===== config.mk =====
export PLATFORM = sky130hd
export DESIGN_NAME = robertsons_share_ctrl
export DESIGN_NICKNAME = d
export VERILOG_FILES = /design/src/rtl/robertsons_pkg.sv /design/src/rtl/robertsons_share_ctrl_rr_arbiter.sv /design/src/rtl/robertsons_share_ctrl.sv
export SDC_FILE = /design/constraint.sdc
export NUM_CORES = 1
export LEC_CHECK = 0
export BUFFER_PORTS_ARGS = -buffer_cell sky130_fd_sc_hd__buf_2
export CORE_AREA = 5 5 84 86
export CTS_CLUSTER_DIAMETER = 120
export DETAILED_ROUTE_END_ITERATION = 10
export DIE_AREA = 0 0 89 91
export GPL_TIMING_DRIVEN = 0
export PLACE_DENSITY_LB_ADDON = 0.15
export SYNTH_ARGS = -nofsm -noshare
export SYNTH_HDL_FRONTEND = slang
export SYNTH_HIERARCHICAL = 1
export SYNTH_SLANG_ARGS = --single-unit

===== constraint.sdc =====
create_clock -name clk -period 2.55 [get_ports clk]
set_clock_uncertainty 0.15 [all_clocks]
set_input_delay 0.765 -clock clk [delete_from_list [all_inputs] [get_ports clk]]
set_output_delay 0.765 -clock clk [all_outputs]
set_load 0.01 [all_outputs]

===== src/rtl/robertsons_pkg.sv =====
// Shared types and defaults for the Robertson's multiplier sharing controller.
package robertsons_pkg;

    localparam int DEF_N_REQ   = 4;
    localparam int DEF_WIDTH   = 8;
    localparam int DEF_TIMEOUT = 32;

    typedef enum logic [1:0] {
        IDLE,
        START,
        WAIT,
        RESP
    } share_state_t;

    // Increment an index with wrap at n.
    function automatic int next_index(input int idx, input int n);
        return (idx + 1 == n) ? 0 : idx + 1;
    endfunction

endpackage


===== src/rtl/robertsons_share_ctrl_rr_arbiter.sv =====
// Combinational round-robin picker: first set request at or after rr_ptr, wrapping.
module rr_arbiter
    import robertsons_pkg::*;
#(
    parameter int N_REQ = DEF_N_REQ,
    parameter int ID_W  = $clog2(N_REQ)
) (
    input  logic [N_REQ-1:0] req,
    input  logic [ID_W-1:0]  rr_ptr,
    output logic [N_REQ-1:0] grant,
    output logic [ID_W-1:0]  grant_id,
    output logic             any
);

    logic [N_REQ-1:0] hi_mask;
    logic [N_REQ-1:0] req_hi;
    logic [N_REQ-1:0] pick;

    genvar gi;
    generate
        for (gi = 0; gi < N_REQ; gi++) begin : g_mask
            assign hi_mask[gi] = (gi >= int'(rr_ptr));
        end
    endgenerate

    // Requests at or above the pointer win; otherwise wrap to the lowest index.
    assign req_hi = req & hi_mask;
    assign pick   = (|req_hi) ? req_hi : req;
    assign any    = |req;

    always_comb begin
        grant_id = '0;
        for (int i = N_REQ - 1; i >= 0; i--) begin
            if (pick[i]) begin
                grant_id = ID_W'(i);
            end
        end
    end

    generate
        for (gi = 0; gi < N_REQ; gi++) begin : g_grant
            assign grant[gi] = any && (int'(grant_id) == gi);
        end
    endgenerate

endmodule


===== src/rtl/robertsons_share_ctrl.sv =====
// Time-shares one Robertson's signed multiplier among N_REQ requesters with
// round-robin arbitration, a completion watchdog and a valid/ready response port.
module robertsons_share_ctrl
    import robertsons_pkg::*;
#(
    parameter int N_REQ   = DEF_N_REQ,
    parameter int WIDTH   = DEF_WIDTH,
    parameter int TIMEOUT = DEF_TIMEOUT,
    localparam int ID_W   = $clog2(N_REQ)
) (
    input  logic                   clk,
    input  logic                   reset,
    input  logic [N_REQ-1:0]       req_valid,
    input  logic [N_REQ*WIDTH-1:0] req_a,
    input  logic [N_REQ*WIDTH-1:0] req_b,
    output logic [N_REQ-1:0]       req_ready,
    output logic                   rsp_valid,
    input  logic                   rsp_ready,
    output logic [ID_W-1:0]        rsp_id,
    output logic [2*WIDTH-1:0]     rsp_product,
    output logic                   rsp_err,
    output logic                   mult_start,
    output logic [WIDTH-1:0]       mult_multiplier,
    output logic [WIDTH-1:0]       mult_multiplicand,
    input  logic [2*WIDTH-1:0]     mult_product,
    input  logic                   mult_done,
    output logic                   busy
);

    localparam int CNT_W = $clog2(TIMEOUT + 1);

    share_state_t         state_reg;
    logic [ID_W-1:0]      rr_ptr_reg;
    logic [ID_W-1:0]      id_reg;
    logic [WIDTH-1:0]     a_reg;
    logic [WIDTH-1:0]     b_reg;
    logic                 start_reg;
    logic [CNT_W-1:0]     cnt_reg;
    logic                 valid_reg;
    logic [2*WIDTH-1:0]   product_reg;
    logic                 err_reg;

    logic [N_REQ-1:0]     grant;
    logic [ID_W-1:0]      grant_id;
    logic                 grant_any;

    rr_arbiter #(
        .N_REQ (N_REQ),
        .ID_W  (ID_W)
    ) u_arb (
        .req      (req_valid),
        .rr_ptr   (rr_ptr_reg),
        .grant    (grant),
        .grant_id (grant_id),
        .any      (grant_any)
    );

    // Accept is offered only while idle, and never during reset.
    assign req_ready = (state_reg == IDLE && !reset) ? grant : '0;

    assign rsp_valid         = valid_reg;
    assign rsp_id            = id_reg;
    assign rsp_product       = product_reg;
    assign rsp_err           = err_reg;
    assign mult_start        = start_reg;
    assign mult_multiplier   = a_reg;
    assign mult_multiplicand = b_reg;
    assign busy              = (state_reg != IDLE);

    always_ff @(posedge clk) begin
        if (reset) begin
            state_reg   <= IDLE;
            rr_ptr_reg  <= '0;
            id_reg      <= '0;
            a_reg       <= '0;
            b_reg       <= '0;
            start_reg   <= 1'b0;
            cnt_reg     <= '0;
            valid_reg   <= 1'b0;
            product_reg <= '0;
            err_reg     <= 1'b0;
        end else begin
            case (state_reg)
                IDLE: begin
                    if (grant_any) begin
                        id_reg    <= grant_id;
                        a_reg     <= req_a[grant_id*WIDTH +: WIDTH];
                        b_reg     <= req_b[grant_id*WIDTH +: WIDTH];
                        start_reg <= 1'b1;
                        state_reg <= START;
                    end
                end
                START: begin
                    start_reg <= 1'b0;
                    cnt_reg   <= '0;
                    state_reg <= WAIT;
                end
                WAIT: begin
                    cnt_reg <= cnt_reg + CNT_W'(1);
                    // A count of zero marks the first WAIT cycle, where done may be stale.
                    if (cnt_reg != '0 && mult_done) begin
                        product_reg <= mult_product;
                        err_reg     <= 1'b0;
                        valid_reg   <= 1'b1;
                        state_reg   <= RESP;
                    end else if (cnt_reg == CNT_W'(TIMEOUT - 1)) begin
                        product_reg <= '0;
                        err_reg     <= 1'b1;
                        valid_reg   <= 1'b1;
                        state_reg   <= RESP;
                    end
                end
                RESP: begin
                    if (rsp_ready) begin
                        valid_reg  <= 1'b0;
                        rr_ptr_reg <= ID_W'(next_index(int'(id_reg), N_REQ));
                        state_reg  <= IDLE;
                    end
                end
                default: state_reg <= IDLE;
            endcase
        end
    end

endmodule


==> reports/results.txt <==
status: finished, final reports clean
synth unique cells: 42
CP max stage delay: 0.21 ns
clk buf depth: 2
TritonCTS clock tree: built
drt wl/cell: 13.89 um
clock sink count: 47
number of fillers in the final layout: 620
drt drc: 0
# diodes: 0
initial antenna violation count: 0
final hold viol count: 0
Tot GR Track Use: 15.57%
critical path's slowest cell: a22o_1
setup total negative slack: 0 ns
yosys warns: 6
vias in the first global route: 2228
Worst Path Arrival: 1.59 ns
final wirelength: 6471 um
Min Hold Slack: 0.3015 ns
die area: 0.008099 mm^2
Vias/cell: 5.084
minimum clock period: 2.509 ns
mapped cell area: 0.002482 mm^2
power density over the cells: 676.8 mW/mm^2
top cells by area, synth: dfxtp_1 38%, mux4_2 15%, a32o_2 7.3%
placed cells: 457
core area: 0.006205 mm^2
WS Path Type: primary input to output pin
via count: 2369
CP top delay family: simple AND/OR/NAND/NOR gates
FP Rows: 29
crit-path cells: buf_6 -> o2bb2ai_1 -> a22o_1 -> and2_1 -> and3_1 -> buf_2
Worst Hold Class: flip-flop to flip-flop
period utilization: 98.37%
Initial Utilization: 40.01%
VDD IR-drop max: 334.8 uV
DP Wirelength: 5201 um
first-pass GRT wire length: 10320 um
Reg clk slew, reported paths: 0.09 ns
Slew Limit Fails: 0
Chip Height: 91 um
fin area: 0.003331 mm^2
Max Clk Rate: 398.6 MHz
nets: 484
CTS Root Buffer Type: clkbuf_8
Clock Latency Late Sink: 0.30 ns
layout cell share with drive strength beyond 1: 48.33%
I/O Buffers: 125
Synth Instances: 255
Die X: 89 um
DRT antenna net count: 0
CTS H-tree lvls: 2
CTS buffer count: 5
Net Count, Synth: 351
CP Launch Type: primary input
First-pass DRT Iterations: 4
Pleak: 1.653 nW
Layout Cells excl Fill: 466
Starting DRT DRC Count: 86
RePlAce Congestion: 0.7810
worst endpoint required time: 1.64 ns
CP max FO: 10
IO Pins: 130
sequential-to-total area share from yosys stat: 37.90%
Yosys reg bits: 47
largest area contributor in the netlist: dfxtp_1
worst slew pin tran: 0.8244 ns
largest net degree at the start of global routing: 15
Buf/Inv on CP: 2
Placed Area: 0.003216 mm^2
Layout area overhead: 34.17%
Avg Cell Area, Syn: 9.735 um^2
post-synth top area share: 37.90%
max reg flops: 16
RSZ-0062 raised after global routing: no
grt total ovfl: 0
Setup Viol. Count Final: 0
CP endpoint kind: output pin
max_slew headroom: 44.62%
# Max-Cap Violations: 0
## worst paths after layout
| check | startpoint | to | slack, ns | cells past startpoint |
|---|---|---|---|---|
| max | req_valid[2] | req_ready[0] | 0.04 | 6 |
| min | mult_multiplicand[3] | mult_multiplicand[3] | 0.30 | 2 |
| max reg2reg | rr_ptr_reg[1] | mult_multiplicand[6] | 0.13 | 9 |
| min reg2reg | mult_multiplicand[3] | mult_multiplicand[3] | 0.30 | 2 |
## cell usage after synthesis, drive strengths merged
library cell,n
mux4,16
a32o,16
o41ai,1
o21bai,1
clkbuf,6
o21ai,6
nand4,3
a21boi,1
a311oi,1
nor2,13
o41a,1
a31oi,2
and3,4
nand2b,3
dfxtp,47
nor2b,1
a211oi,1
mux2i,3
nor3,3
o211a,1
ha,8
a21oi,28
o221a,2
o211ai,1
and2,2
inv,11
o2bb2a,1
xnor2,1
a22o,1
xor2,3
buf,14
or3,3
a21o,1
nand2,47
nand3,1
o2bb2ai,1
## report_power, final
part	total [mW]	internal, mW	switching [mW]
Sequential	0.938	0.861	0.0768
Combinational	0.886	0.386	0.500
Clock	0.430	0.192	0.238
Total	2.25	1.44	0.815
## placed cells by master (no fill, tap or decap), types with 4 or more instances in the layout
master / n
buf_2: 129
ha_1: 8
a21oi_1: 28
nor2_1: 11
dfxtp_1: 47
inv_1: 10
clkbuf_1: 5
and3_1: 4
mux4_2: 16
nand2_1: 47
clkbuf_8: 5
buf_4: 6
a32o_2: 16
## stage by stage
stage	utilization [%]	power, mW	setup slack [ns]
4_1_cts	53.36	2.281	0.007467
5_1_grt	53.68	2.424	0.001402
6_report	53.68	2.254	0.04147
3_3_place_gp	51.82	1.832	-0.2681
2_1_floorplan	-	1.520	0.004626
3_5_place_dp	51.82	1.847	-0.2923
## per-layer routing
metal | share of wire [%] | wire [um] | global-route usage [%] | vias up
li1 | - | - | - | 1193
met1 | 43 | 2758 | 19.98 | 1104
met2 | 49 | 3185 | 26.61 | 68
met3 | 7.3 | 475 | 3.710 | 4
met4 | 0.80 | 52 | 2.978 | 0
met5 | 0 | 0 | 0 | -
## tightest hold or removal path, cell delays in order, from the launching register on
cell and delay, ns:
dfxtp_1 0.31, nand2_1 0.05, a21oi_1 0.05
## area by class of cell
| class | instances | area [um^2] | area share [%] |
|---|---|---|---|
| multi-input combinational | 177 | 1389 | 41.70 |
| sequential | 47 | 940.9 | 28.25 |
| timing repair buffer | 126 | 635.6 | 19.08 |
| buffer | 20 | 142.6 | 4.283 |
| tap | 77 | 96.34 | 2.893 |
| clock buffer | 6 | 72.57 | 2.179 |
| inverter | 11 | 41.29 | 1.240 |
| clock inverter | 2 | 12.51 | 0.3757 |
## cell families (layout without fill, tap and decap cells)
logic type | Yosys count | count (layout) | synth area share [%]
flip-flops | 47 | 47 | 37.90
AND/OR/NAND/NOR | 80 | 80 | 14.11
adder cells (fa/ha/maj) | 8 | 8 | 4.032
multiplexers | 19 | 19 | 15.73
AO/OA/AOI/OAI | 66 | 66 | 20.46
buffers and inverters | 31 | 165 | 6.351
XOR/XNOR | 4 | 4 | 1.412
## what timing repair did
action	CTS	global route
cloned	0	0
gates resized for setup	3	10
pin swaps	0	0
setup buffers	0	1
setup endpoints to repair	4	11
hold buffers	0	0
Power figures use the tool's default switching activity.
